## config.mk

```make
export PLATFORM = sky130hd
export DESIGN_NAME = uart_tx
export DESIGN_NICKNAME = d
export VERILOG_FILES = /design/src/rtl/uart_pkg.sv /design/src/rtl/uart_tx_fifo.sv /design/src/rtl/uart_tx.sv
export SDC_FILE = /design/constraint.sdc
export NUM_CORES = 1
export LEC_CHECK = 0
export BUFFER_PORTS_ARGS = -buffer_cell sky130_fd_sc_hd__buf_2
export CAP_MARGIN = 40
export CORE_MARGIN = 2
export CORE_UTILIZATION = 35
export CTS_BUF_LIST = sky130_fd_sc_hd__clkbuf_2 sky130_fd_sc_hd__clkbuf_4 sky130_fd_sc_hd__clkbuf_8
export DETAILED_ROUTE_END_ITERATION = 7
export GPL_ROUTABILITY_DRIVEN = 0
export PLACE_DENSITY = 0.49
export RECOVER_POWER = 25
export SYNTH_ARGS = -nofsm -noshare
export SYNTH_HDL_FRONTEND = slang
export SYNTH_SLANG_ARGS = --single-unit
```

## constraint.sdc

```tcl
create_clock -name clk -period 4.1 [get_ports clk]
set_input_delay 0.82 -clock clk [delete_from_list [all_inputs] [get_ports clk]]
set_output_delay 0.82 -clock clk [all_outputs]
set_load 0.02 [all_outputs]
```

## src/rtl/uart_pkg.sv

```systemverilog
// -----------------------------------------------------------------------------
// uart_pkg
// Shared types and helpers for the UART transmitter.
//   uart_tx_state_t : transmitter FSM state encoding (PARITY always present in
//                     the type; only reachable when UART_TX_PARITY_EN is set)
//   UART_DATA_W     : data bits per frame
//   clks_per_bit()  : bit period in core clocks (integer floor)
// -----------------------------------------------------------------------------
package uart_pkg;

   typedef enum logic [2:0] {
      IDLE,
      START,
      DATA,
      PARITY,
      STOP
   } uart_tx_state_t;

   localparam int UART_DATA_W = 8;

   function automatic int clks_per_bit(input int clk_freq, input int baud_rate);
      return clk_freq / baud_rate;
   endfunction

endpackage

```

## src/rtl/uart_tx_fifo.sv

```systemverilog
// -----------------------------------------------------------------------------
// uart_tx_fifo
// Synchronous byte FIFO that decouples the CPU write strobe from the baud rate.
// Ports:
//   clk   in   core clock
//   rstd  in   asynchronous active-low reset (empties the FIFO)
//   push  in   write din at the tail (ignored when full)
//   din   in   byte to store
//   pop   in   drop the head entry (ignored when empty)
//   dout  out  head of queue, combinational from the storage array
//   empty out  no entries held
//   full  out  DEPTH entries held
// -----------------------------------------------------------------------------
module uart_tx_fifo
   import uart_pkg::*;
#(
   parameter int DEPTH = 16
) (
   input  logic                   clk,
   input  logic                   rstd,
   input  logic                   push,
   input  logic [UART_DATA_W-1:0] din,
   input  logic                   pop,
   output logic [UART_DATA_W-1:0] dout,
   output logic                   empty,
   output logic                   full
);

   localparam int PTR_W = $clog2(DEPTH);

   logic [UART_DATA_W-1:0] r_mem [DEPTH];
   logic [PTR_W-1:0]       r_wr_ptr;
   logic [PTR_W-1:0]       r_rd_ptr;
   logic [PTR_W:0]         r_count;

   logic w_push;
   logic w_pop;

   assign empty  = (r_count == '0);
   assign full   = (r_count == (PTR_W+1)'(DEPTH));
   assign w_push = push && !full;
   assign w_pop  = pop && !empty;
   assign dout   = r_mem[r_rd_ptr];

   // Storage needs no reset: the count alone decides what is valid.
   always_ff @(posedge clk) begin
      if (w_push) begin
         r_mem[r_wr_ptr] <= din;
      end
   end

   always_ff @(posedge clk or negedge rstd) begin
      if (!rstd) begin
         r_wr_ptr <= '0;
         r_rd_ptr <= '0;
         r_count  <= '0;
      end else begin
         if (w_push) begin
            r_wr_ptr <= r_wr_ptr + 1'b1;
         end
         if (w_pop) begin
            r_rd_ptr <= r_rd_ptr + 1'b1;
         end
         case ({w_push, w_pop})
            2'b10:   r_count <= r_count + 1'b1;
            2'b01:   r_count <= r_count - 1'b1;
            default: r_count <= r_count;
         endcase
      end
   end

endmodule

```

## src/rtl/uart_tx.sv

```systemverilog
// -----------------------------------------------------------------------------
// uart_tx
// Buffered serial transmitter: bytes written by the memory-access stage are
// queued in a FIFO and sent as 8N1 frames, LSB first, on the board TX pin.
// Optional macro UART_TX_PARITY_EN adds an even-parity bit (8E1 framing).
// Ports:
//   clk       in   core clock
//   rstd      in   asynchronous active-low reset
//   uart      in   byte to transmit
//   uart_we   in   write strobe, one byte accepted per cycle high
//   tx        out  serial line, idle high, driven from a register
//   busy      out  FIFO non-empty or frame in progress
//   fifo_full out  FIFO holds FIFO_DEPTH bytes
//   overflow  out  sticky: a write was dropped because the FIFO was full
//
// state  | meaning
// -------+-----------------------------------------------------------
// IDLE   | line high, waiting for a byte in the FIFO
// START  | start bit (low) for one bit period
// DATA   | eight data bits, LSB first, one bit period each
// PARITY | even-parity bit (only with UART_TX_PARITY_EN)
// STOP   | stop bit (high); pops the next byte straight into START
// -----------------------------------------------------------------------------
module uart_tx
   import uart_pkg::*;
#(
   parameter int CLK_FREQ   = 50_000_000,
   parameter int BAUD_RATE  = 115200,
   parameter int FIFO_DEPTH = 16
) (
   input  logic                   clk,
   input  logic                   rstd,
   input  logic [UART_DATA_W-1:0] uart,
   input  logic                   uart_we,
   output logic                   tx,
   output logic                   busy,
   output logic                   fifo_full,
   output logic                   overflow
);

   localparam int CLKS_PER_BIT = clks_per_bit(CLK_FREQ, BAUD_RATE);
   localparam int CNT_W        = (CLKS_PER_BIT > 1) ? $clog2(CLKS_PER_BIT) : 1;
   localparam logic [CNT_W-1:0] CNT_LAST = CNT_W'(CLKS_PER_BIT - 1);

   uart_tx_state_t         r_state;
   logic [CNT_W-1:0]       r_baud_cnt;
   logic [2:0]             r_bit_idx;
   logic [UART_DATA_W-1:0] r_shift;
   logic                   r_tx;
   logic                   r_overflow;
`ifdef UART_TX_PARITY_EN
   logic                   r_parity;
`endif

   logic                   w_baud_done;
   logic                   w_fifo_empty;
   logic                   w_fifo_full;
   logic [UART_DATA_W-1:0] w_fifo_dout;
   logic                   w_push;
   logic                   w_pop;
   logic                   w_tx_next;

   // Full is sampled before the edge, so a same-cycle pop never makes room.
   assign w_push      = uart_we && !w_fifo_full;
   assign w_baud_done = (r_baud_cnt == CNT_LAST);
   assign w_pop       = !w_fifo_empty &&
                        ((r_state == IDLE) || ((r_state == STOP) && w_baud_done));

   uart_tx_fifo #(
      .DEPTH (FIFO_DEPTH)
   ) u_fifo (
      .clk   (clk),
      .rstd  (rstd),
      .push  (w_push),
      .din   (uart),
      .pop   (w_pop),
      .dout  (w_fifo_dout),
      .empty (w_fifo_empty),
      .full  (w_fifo_full)
   );

   // Line level for the current state; registered below so the pin is
   // glitch-free, which places tx one cycle behind the state register.
   always_comb begin
      w_tx_next = 1'b1;
      case (r_state)
         START:   w_tx_next = 1'b0;
         DATA:    w_tx_next = r_shift[0];
`ifdef UART_TX_PARITY_EN
         PARITY:  w_tx_next = r_parity;
`endif
         default: w_tx_next = 1'b1;
      endcase
   end

   always_ff @(posedge clk or negedge rstd) begin
      if (!rstd) begin
         r_state    <= IDLE;
         r_baud_cnt <= '0;
         r_bit_idx  <= '0;
         r_shift    <= '0;
         r_tx       <= 1'b1;
         r_overflow <= 1'b0;
`ifdef UART_TX_PARITY_EN
         r_parity   <= 1'b0;
`endif
      end else begin
         r_tx <= w_tx_next;

         if (uart_we && w_fifo_full) begin
            r_overflow <= 1'b1;
         end

         case (r_state)
            IDLE: begin
               r_baud_cnt <= '0;
               if (w_pop) begin
                  r_shift  <= w_fifo_dout;
`ifdef UART_TX_PARITY_EN
                  r_parity <= ^w_fifo_dout;
`endif
                  r_state  <= START;
               end
            end

            START: begin
               if (w_baud_done) begin
                  r_baud_cnt <= '0;
                  r_bit_idx  <= '0;
                  r_state    <= DATA;
               end else begin
                  r_baud_cnt <= r_baud_cnt + 1'b1;
               end
            end

            DATA: begin
               if (w_baud_done) begin
                  r_baud_cnt <= '0;
                  r_shift    <= r_shift >> 1;
                  r_bit_idx  <= r_bit_idx + 1'b1;
                  if (r_bit_idx == 3'd7) begin
`ifdef UART_TX_PARITY_EN
                     r_state <= PARITY;
`else
                     r_state <= STOP;
`endif
                  end
               end else begin
                  r_baud_cnt <= r_baud_cnt + 1'b1;
               end
            end

`ifdef UART_TX_PARITY_EN
            PARITY: begin
               if (w_baud_done) begin
                  r_baud_cnt <= '0;
                  r_state    <= STOP;
               end else begin
                  r_baud_cnt <= r_baud_cnt + 1'b1;
               end
            end
`endif

            STOP: begin
               if (w_baud_done) begin
                  r_baud_cnt <= '0;
                  // Chain straight into the next frame when data is waiting.
                  if (w_pop) begin
                     r_shift  <= w_fifo_dout;
`ifdef UART_TX_PARITY_EN
                     r_parity <= ^w_fifo_dout;
`endif
                     r_state  <= START;
                  end else begin
                     r_state  <= IDLE;
                  end
               end else begin
                  r_baud_cnt <= r_baud_cnt + 1'b1;
               end
            end

            default: begin
               r_baud_cnt <= '0;
               r_state    <= IDLE;
            end
         endcase
      end
   end

   assign tx        = r_tx;
   assign busy      = (r_state != IDLE) || !w_fifo_empty;
   assign fifo_full = w_fifo_full;
   assign overflow  = r_overflow;

endmodule

```

=== After elaboration in Yosys (flattened, before gate mapping) ===
Memories as Yosys holds them, arrays and structs flattened.
Index checks and enable logic that the tools add are counted.

* Output and inout bits: 4
* Register bits after elaboration: 38
* Bits in writable memories: 128
* Memories: 1

{| class="wikitable"
|+ Memories
! memory !! depth !! bits a word !! read ports !! clocked after Yosys merged registers in !! wr ports !! RTL line !! text
|-
| u_fifo.r_mem || 16 || 8 || 1 || 0 || 1 || uart_tx_fifo.sv:31 || <nowiki>logic [UART_DATA_W-1:0] r_mem [DEPTH];</nowiki>
|}

* Equality and inequality tests: 13
* Reductions and logical operators: 20
* Add/subtract/negate cells: 6
* Multiplexer cells: 20

{| class="wikitable"
|+ Operators with widths
! kind !! number
|-
| $mux W8 || 3
|-
| $pmux W8 S3 || 1
|-
| $mux W3 || 7
|-
| $mux W9 || 2
|-
| $pmux W3 S4 || 1
|-
| $pmux W5 S2 || 1
|-
| $add A9 B1 Y9 const B || 1
|-
| $eq A9 B9 Y1 const B || 1
|-
| $add A4 B1 Y4 const B || 2
|-
| $ne A2 B2 Y1 const B || 4
|-
| $eq A3 B3 Y1 const B || 2
|-
| $logic_and A1 B1 Y1 || 6
|-
| $pmux W3 S2 || 1
|-
| $reduce_and A3 Y1 || 2
|-
| $reduce_bool A3 Y1 || 2
|-
| $add A5 B1 Y5 const B || 1
|-
| $eq A5 B5 Y1 const B || 1
|-
| $logic_not A5 Y1 || 1
|-
| $reduce_and A5 Y1 || 1
|-
| $sub A5 B1 Y5 const B || 1
|-
| $reduce_bool A2 Y1 || 2
|-
| $add A3 B1 Y3 const B || 1
|-
| $eq A3 B1 Y1 const B || 1
|-
| $eq A3 B2 Y1 const B || 1
|-
| other kinds (9) || 13
|}

=== Depth between registers and ports, before layout ===
* Word-level depth: 7
* Mapped depth: 13

=== Modules after synthesis ===
Synthesis repeated with hierarchy kept, for this count alone.

* Cells, all modules: 451
* Area total of the unflattened synthesis: 7,120.6 µm²

{| class="wikitable"
|+ By module, submodules not included
! module !! times used !! cells an instance !! area each (µm²)
|-
| uart_tx_fifo || 1 || 332 || 5,779.3
|-
| uart_tx || 1 || 119 || 1,341.3
|}

=== Worst setup path before layout ===
Ideal clock, no wire load.

* Kind: input to register
* Start point: input port uart_we
* End point: register u_fifo.r_count[4]
* Stages: 10
* Buffers on the path: 1
* Slack: 1,449 ps
* Arrival: 2,529 ps
* Required time: 3,977 ps
* Setup time: 123 ps
* Cells stage by stage: and2_1 clkbuf_1 inv_1 ha_1 fa_1 a21o_1 a21oi_1 xor2_1 nor2_1 xnor2_1

* Longest elaborated chain between the ends: 4
* Elaborated cells on any way between the ends: 6

{| class="wikitable"
|+ Ends and longest elaborated chain
! element !! RTL line !! text
|-
| start: declaration || uart_tx.sv:34 || <nowiki>input logic uart_we,</nowiki>
|-
| $logic_and A1 B1 Y1 * || uart_tx.sv:64 || <nowiki>assign w_push = uart_we && !w_fifo_full;</nowiki>
|-
| $logic_and A1 B1 Y1 * || uart_tx_fifo.sv:41 || <nowiki>assign w_push = push && !full;</nowiki>
|-
| $eq A2 B1 Y1 / $eq A2 B2 Y1 (equally long branches) || uart_tx_fifo.sv:64 || <nowiki>case ({w_push, w_pop})</nowiki>
|-
| $pmux W5 S2 / $reduce_bool A2 Y1 (equally long branches) || n/a ||
|-
| end signal: assignment || uart_tx_fifo.sv:65 || <nowiki>2'b10: r_count <= r_count + 1'b1;</nowiki>
|-
| end signal: assignment || uart_tx_fifo.sv:66 || <nowiki>2'b01: r_count <= r_count - 1'b1;</nowiki>
|-
| end signal: assignment || uart_tx_fifo.sv:67 || <nowiki>default: r_count <= r_count;</nowiki>
|-
| end: declaration || uart_tx_fifo.sv:34 || <nowiki>logic [PTR_W:0] r_count;</nowiki>
|}

Every way passes the cells marked *; elsewhere a longest branch is shown, timed or not.
A chain may end at the register's enable or synchronous reset.

=== Final worst setup path ===
* Start point: register r_baud_cnt[1]
* End point: register u_fifo.r_count[4]

* Longest elaborated chain between the ends: 7
* Elaborated cells on any way between the ends: 9

{| class="wikitable"
|+ Ends and longest elaborated chain
! element !! RTL line !! text
|-
| start: declaration || uart_tx.sv:46 || <nowiki>logic [CNT_W-1:0] r_baud_cnt;</nowiki>
|-
| start signal: assignment || uart_tx.sv:132 || <nowiki>r_baud_cnt <= r_baud_cnt + 1'b1;</nowiki>
|-
| start signal: assignment || uart_tx.sv:149 || <nowiki>r_baud_cnt <= r_baud_cnt + 1'b1;</nowiki>
|-
| start signal: assignment || uart_tx.sv:178 || <nowiki>r_baud_cnt <= r_baud_cnt + 1'b1;</nowiki>
|-
| $eq A9 B9 Y1 * || uart_tx.sv:65 || <nowiki>assign w_baud_done = (r_baud_cnt == CNT_LAST);</nowiki>
|-
| $logic_and A1 B1 Y1 * || uart_tx.sv:67 || <nowiki>((r_state == IDLE) || ((r_state == STOP) && w_baud_done));</nowiki>
|-
| $logic_or A1 B1 Y1 * || uart_tx.sv:67 ||
|-
| $logic_and A1 B1 Y1 * || uart_tx.sv:66 || <nowiki>assign w_pop = !w_fifo_empty &&</nowiki>
|-
| $logic_and A1 B1 Y1 * || uart_tx_fifo.sv:42 || <nowiki>assign w_pop = pop && !empty;</nowiki>
|-
| $eq A2 B1 Y1 / $eq A2 B2 Y1 (equally long branches) || uart_tx_fifo.sv:64 ||
|-
| $pmux W5 S2 / $reduce_bool A2 Y1 (equally long branches) || n/a ||
|}

Marks and branches as above.

==> results list <==
* Run status: finished with violations
- The checks that failed: max-capacitance violations, max-slew violations.
* Worst Setup Path Type: reg2reg
* Slowest cell on the critical path: sky130_fd_sc_hd__dfrtp_1
- For the worst flop-to-flop path, the logic depth is 12.
* Unrepaired setup endpoints after global routing: no
- WL met2: 7026 µm
- After clock tree synthesis, the clock-pin slew on the worst setup and hold paths is 0.08 ns.
- GRT Util Overall: 0.1442
- TritonCTS clock tree: built
- Detailed-route wire length: 14510 µm
- At the worst endpoint, the required time is 4.43 ns.
- In the final timing run, aggregate negative setup slack is 0 ns.
* Sequential area share after synthesis: 0.6801
* Number of violations of the max-capacitance limit: 1
- The count of nets left with antenna violations once routing finished came out at 0.
- Startpoint of the worst setup timing path: r_baud_cnt[1]
- Setup slack on the worst flop-to-flop path: 1.15 ns
- Slew at the pin closest to its max-slew limit: 1.625 ns
- Gate count after technology mapping: 479
- In the routed layout, each cell is associated on average with a via count of 4.944.
- The final-report max-slew violation count was 30.
- Counting the fill cells in the layout gives 1858.
- The core region is 0.01959 mm².
- Largest fanout of any net on the critical path: 6
- In the final layout, the share of cells above drive strength 1 is 0.1376.
- Cell repeated most along the worst path: sky130_fd_sc_hd__ha_1
- The repair_antennas step left the layout with diodes totalling 0.
- Pwr/cell area: 475.0 mW/mm²
- Number of resized instances in the post-cts repair step: 0
* Violation count after the first detailed-route iteration: 297
- Critical register-to-register path startpoint: r_baud_cnt[1]
- Critical path data arrival time: 3.28 ns
- FF+latch area: 0.004798 mm²
* Die extent in x: 145.9 µm
- Detailed routing inserted a total of 3861 vias.
* Static leakage: 2.885 nW
- Subtracting the final worst setup slack from the clock period gives 2.947 ns.
- # rows: 51
- Leading cell types in the layout, fill and taps excluded: sky130_fd_sc_hd__edfxtp_1, sky130_fd_sc_hd__mux2i_1, sky130_fd_sc_hd__nor2_1, sky130_fd_sc_hd__dfrtp_1, sky130_fd_sc_hd__nand2_1
- The worst register-to-register path ends at u_fifo.r_count[4].
- Wire segments on met3 add up to 560 µm in the final route.
- Detailed Place HPWL: 9709 µm
- In this design, the stage delay of the slowest critical-path cell is 0.42 ns.
- Fin Clk Skew: 0.01114 ns
- Number of buffer and inverter stages on the critical path: 1
- In the synthesized netlist the dominant register cell turns out to be sky130_fd_sc_hd__edfxtp_1.
* First-pass GRT wire length: 22990 µm
- Peak VDD IR: 0.2031 mV
* Area of the mapped netlist: 0.007052 mm²
- The synthesized design contains 166 register bits.
- DRC Markers: 0
- Final period util: 0.7188
* Top Layer Used: met4
* Die boundary height: 145.9 µm
- Setup violations remaining at the end of the flow were counted as 0.
* Average cell area after synthesis: 14.72 µm²
- The number of global-route vias before repair is 3905.
- Number of enable flip-flop cells after synthesis: 128
- In this design, the largest share of critical-path delay is due to adder cells.
- Initial antenna violation count: 0
- Initial standard-cell utilization of the core: 0.3600
* Sinks on Clock Net: 166
- The worst pin sits at a relative slew slack of -0.08340.
* Worst hold slack across all endpoints: 0.3174 ns
* Hold violation count in the final report: 0
- The total overflow left after global routing is 0.
- Master cell of the clock root buffer: sky130_fd_sc_hd__clkbuf_8
- In the final layout, the multi-input gates occupy 0.002098 mm².
- For this design the top-level I/O count stands at 15.
* Number of setup buffers added after CTS: 0
- Clock latency on the worst-skew pair, taken at its later pin, is 0.44 ns.
- The pre-antenna-repair detailed-routing pass consisted of 4 iterations.
- Fmax achieved: 339.3 MHz
- Most common cell after layout, fill and taps aside: sky130_fd_sc_hd__edfxtp_1
- For this design, the CTS-stage hold fixing added 0 buffers.
* Count of cell instances traversed by the critical path: 12
* Distinct cells, synth: 51
- After detailed routing, the wire length on met1 is 6647 µm.
- CTS H-tree lvls: 4
* Worst-path cell chain: inv_1 > ha_1 > nand4b_1 > o21ai_1 > and4bb_1 > ha_1 > ha_1 > a21o_1 > a21oi_1 > xor2_1 > nor2_1 > xnor2_1
* Quantity of I/O buffers inserted on ports: 14
* Number of buffers created by CTS: 17
- Total number of yosys warnings: 0
* Final-stage net count: 529
- Post-Syn Nets: 504
* Drt wl/cell: 18.57 µm
- Crit. End Element: flop
- STA classifies the critical path startpoint as a flop.
- CTS max path bufs: 2
- Growth of design area from synthesis to finish: 11.85%
- The worst hold path belongs to the class in2async.
* Maximum number of pins on one net before global-route repair: 36
* Post-synthesis async set-or-reset flop share: 0.2289
* Die area: 0.02130 mm²
flip-flops by register name (all words and copies together) (netlist names):
register and count:
tx 1, r_baud_cnt 9, u_fifo.r_count 5, r_state 3, u_fifo.r_rd_ptr 4, r_bit_idx 3
r_shift 8, overflow 1, u_fifo.r_wr_ptr 4, u_fifo.r_mem 128
report_power, final:
group	total (mW)	switching, mW	leakage [nW]	internal, mW
combinational	0.423	0.269	1.06	0.154
clock	1.24	0.576	0.205	0.665
sequential	2.08	0.0925	1.62	1.99
total	3.75	0.937	2.89	2.81
how the worst max path moves through the flow:
stage                              endpoint  slack, ns
after global placement    u_fifo.r_count[4]       1.27
final                     u_fifo.r_count[4]       1.15
after floorplan           u_fifo.r_count[4]       1.45
after CTS                 u_fifo.r_count[4]       1.15
after detailed placement  u_fifo.r_count[4]       1.18
after global routing      u_fifo.r_count[4]       0.84
metal layers:
layer | global-route usage | up-vias
li1 | - | 1846
met1 | 0.1939 | 1925
met2 | 0.2302 | 71
met3 | 0.03229 | 19
met4 | 0.05245 | 0
met5 | 0 | -
layout make-up:
type | count | area share
inverter | 8 | 0.003807
multi-input combinational | 279 | 0.2660
clock buffer | 18 | 0.03062
timing repair buffer | 32 | 0.02617
sequential | 166 | 0.6083
clock inverter | 13 | 0.02300
tap | 265 | 0.04204
cell families (layout without fill, tap and decap cells):
logic type               after synthesis  after routing  share of synthesized area
adder cells (fa/ha/maj)               14             14                    0.02591
multiplexers                          59             59                    0.09120
XOR/XNOR                              19             19                    0.02360
AO/OA/AOI/OAI                         67             67                    0.06991
AND/OR/NAND/NOR                      120            120                    0.08694
buffers and inverters                 34             71                    0.02236
flip-flops                           166            166                     0.6801
synth_stat cells (2+ instances only):
cell | number | share of area
sky130_fd_sc_hd__buf_6 | 2 | 0.0032
sky130_fd_sc_hd__nor2_1 | 47 | 0.025
sky130_fd_sc_hd__a32oi_1 | 7 | 0.0087
sky130_fd_sc_hd__mux2_2 | 2 | 0.0032
sky130_fd_sc_hd__dfrtp_1 | 37 | 0.13
sky130_fd_sc_hd__edfxtp_1 | 128 | 0.55
sky130_fd_sc_hd__nand2_1 | 23 | 0.012
sky130_fd_sc_hd__a211oi_1 | 6 | 0.0064
sky130_fd_sc_hd__nor2b_1 | 13 | 0.012
sky130_fd_sc_hd__buf_2 | 12 | 0.0085
sky130_fd_sc_hd__nand3_1 | 10 | 0.0071
sky130_fd_sc_hd__a31oi_1 | 9 | 0.0080
sky130_fd_sc_hd__ha_1 | 13 | 0.023
sky130_fd_sc_hd__a22oi_1 | 20 | 0.021
sky130_fd_sc_hd__o21ai_1 | 2 | 0.0014
sky130_fd_sc_hd__xor2_1 | 6 | 0.0075
sky130_fd_sc_hd__o2bb2ai_1 | 3 | 0.0037
sky130_fd_sc_hd__nor3_1 | 6 | 0.0043
sky130_fd_sc_hd__mux2i_1 | 53 | 0.075
sky130_fd_sc_hd__mux4_2 | 4 | 0.013
sky130_fd_sc_hd__o21ai_0 | 4 | 0.0028
sky130_fd_sc_hd__a21o_1 | 3 | 0.0032
sky130_fd_sc_hd__inv_1 | 8 | 0.0043
sky130_fd_sc_hd__nand4_1 | 2 | 0.0018
sky130_fd_sc_hd__and2_1 | 4 | 0.0035
sky130_fd_sc_hd__a21oi_1 | 6 | 0.0043
sky130_fd_sc_hd__clkbuf_1 | 11 | 0.0059
sky130_fd_sc_hd__nand2b_1 | 3 | 0.0027
sky130_fd_sc_hd__xnor2_1 | 13 | 0.016
metrics by stage:
| step | area (µm²) | utilization | total power [mW] | cells | worst slack [ns] |
|---|---|---|---|---|---|
| 2_1_floorplan | 7052 | - | 2.372 | 479 | 1.449 |
| 3_3_place_gp | 7381 | 0.3768 | 2.516 | 739 | 1.266 |
| 3_5_place_dp | 7488 | 0.3823 | 2.552 | 750 | 1.180 |
| 4_1_cts | 7911 | 0.4038 | 3.790 | 781 | 1.151 |
| 5_1_grt | 7888 | 0.4026 | 3.921 | 781 | 0.8436 |
| 6_report | 7888 | 0.4026 | 3.746 | 781 | 1.153 |
Note: power is estimated with default switching activity, not from simulation.
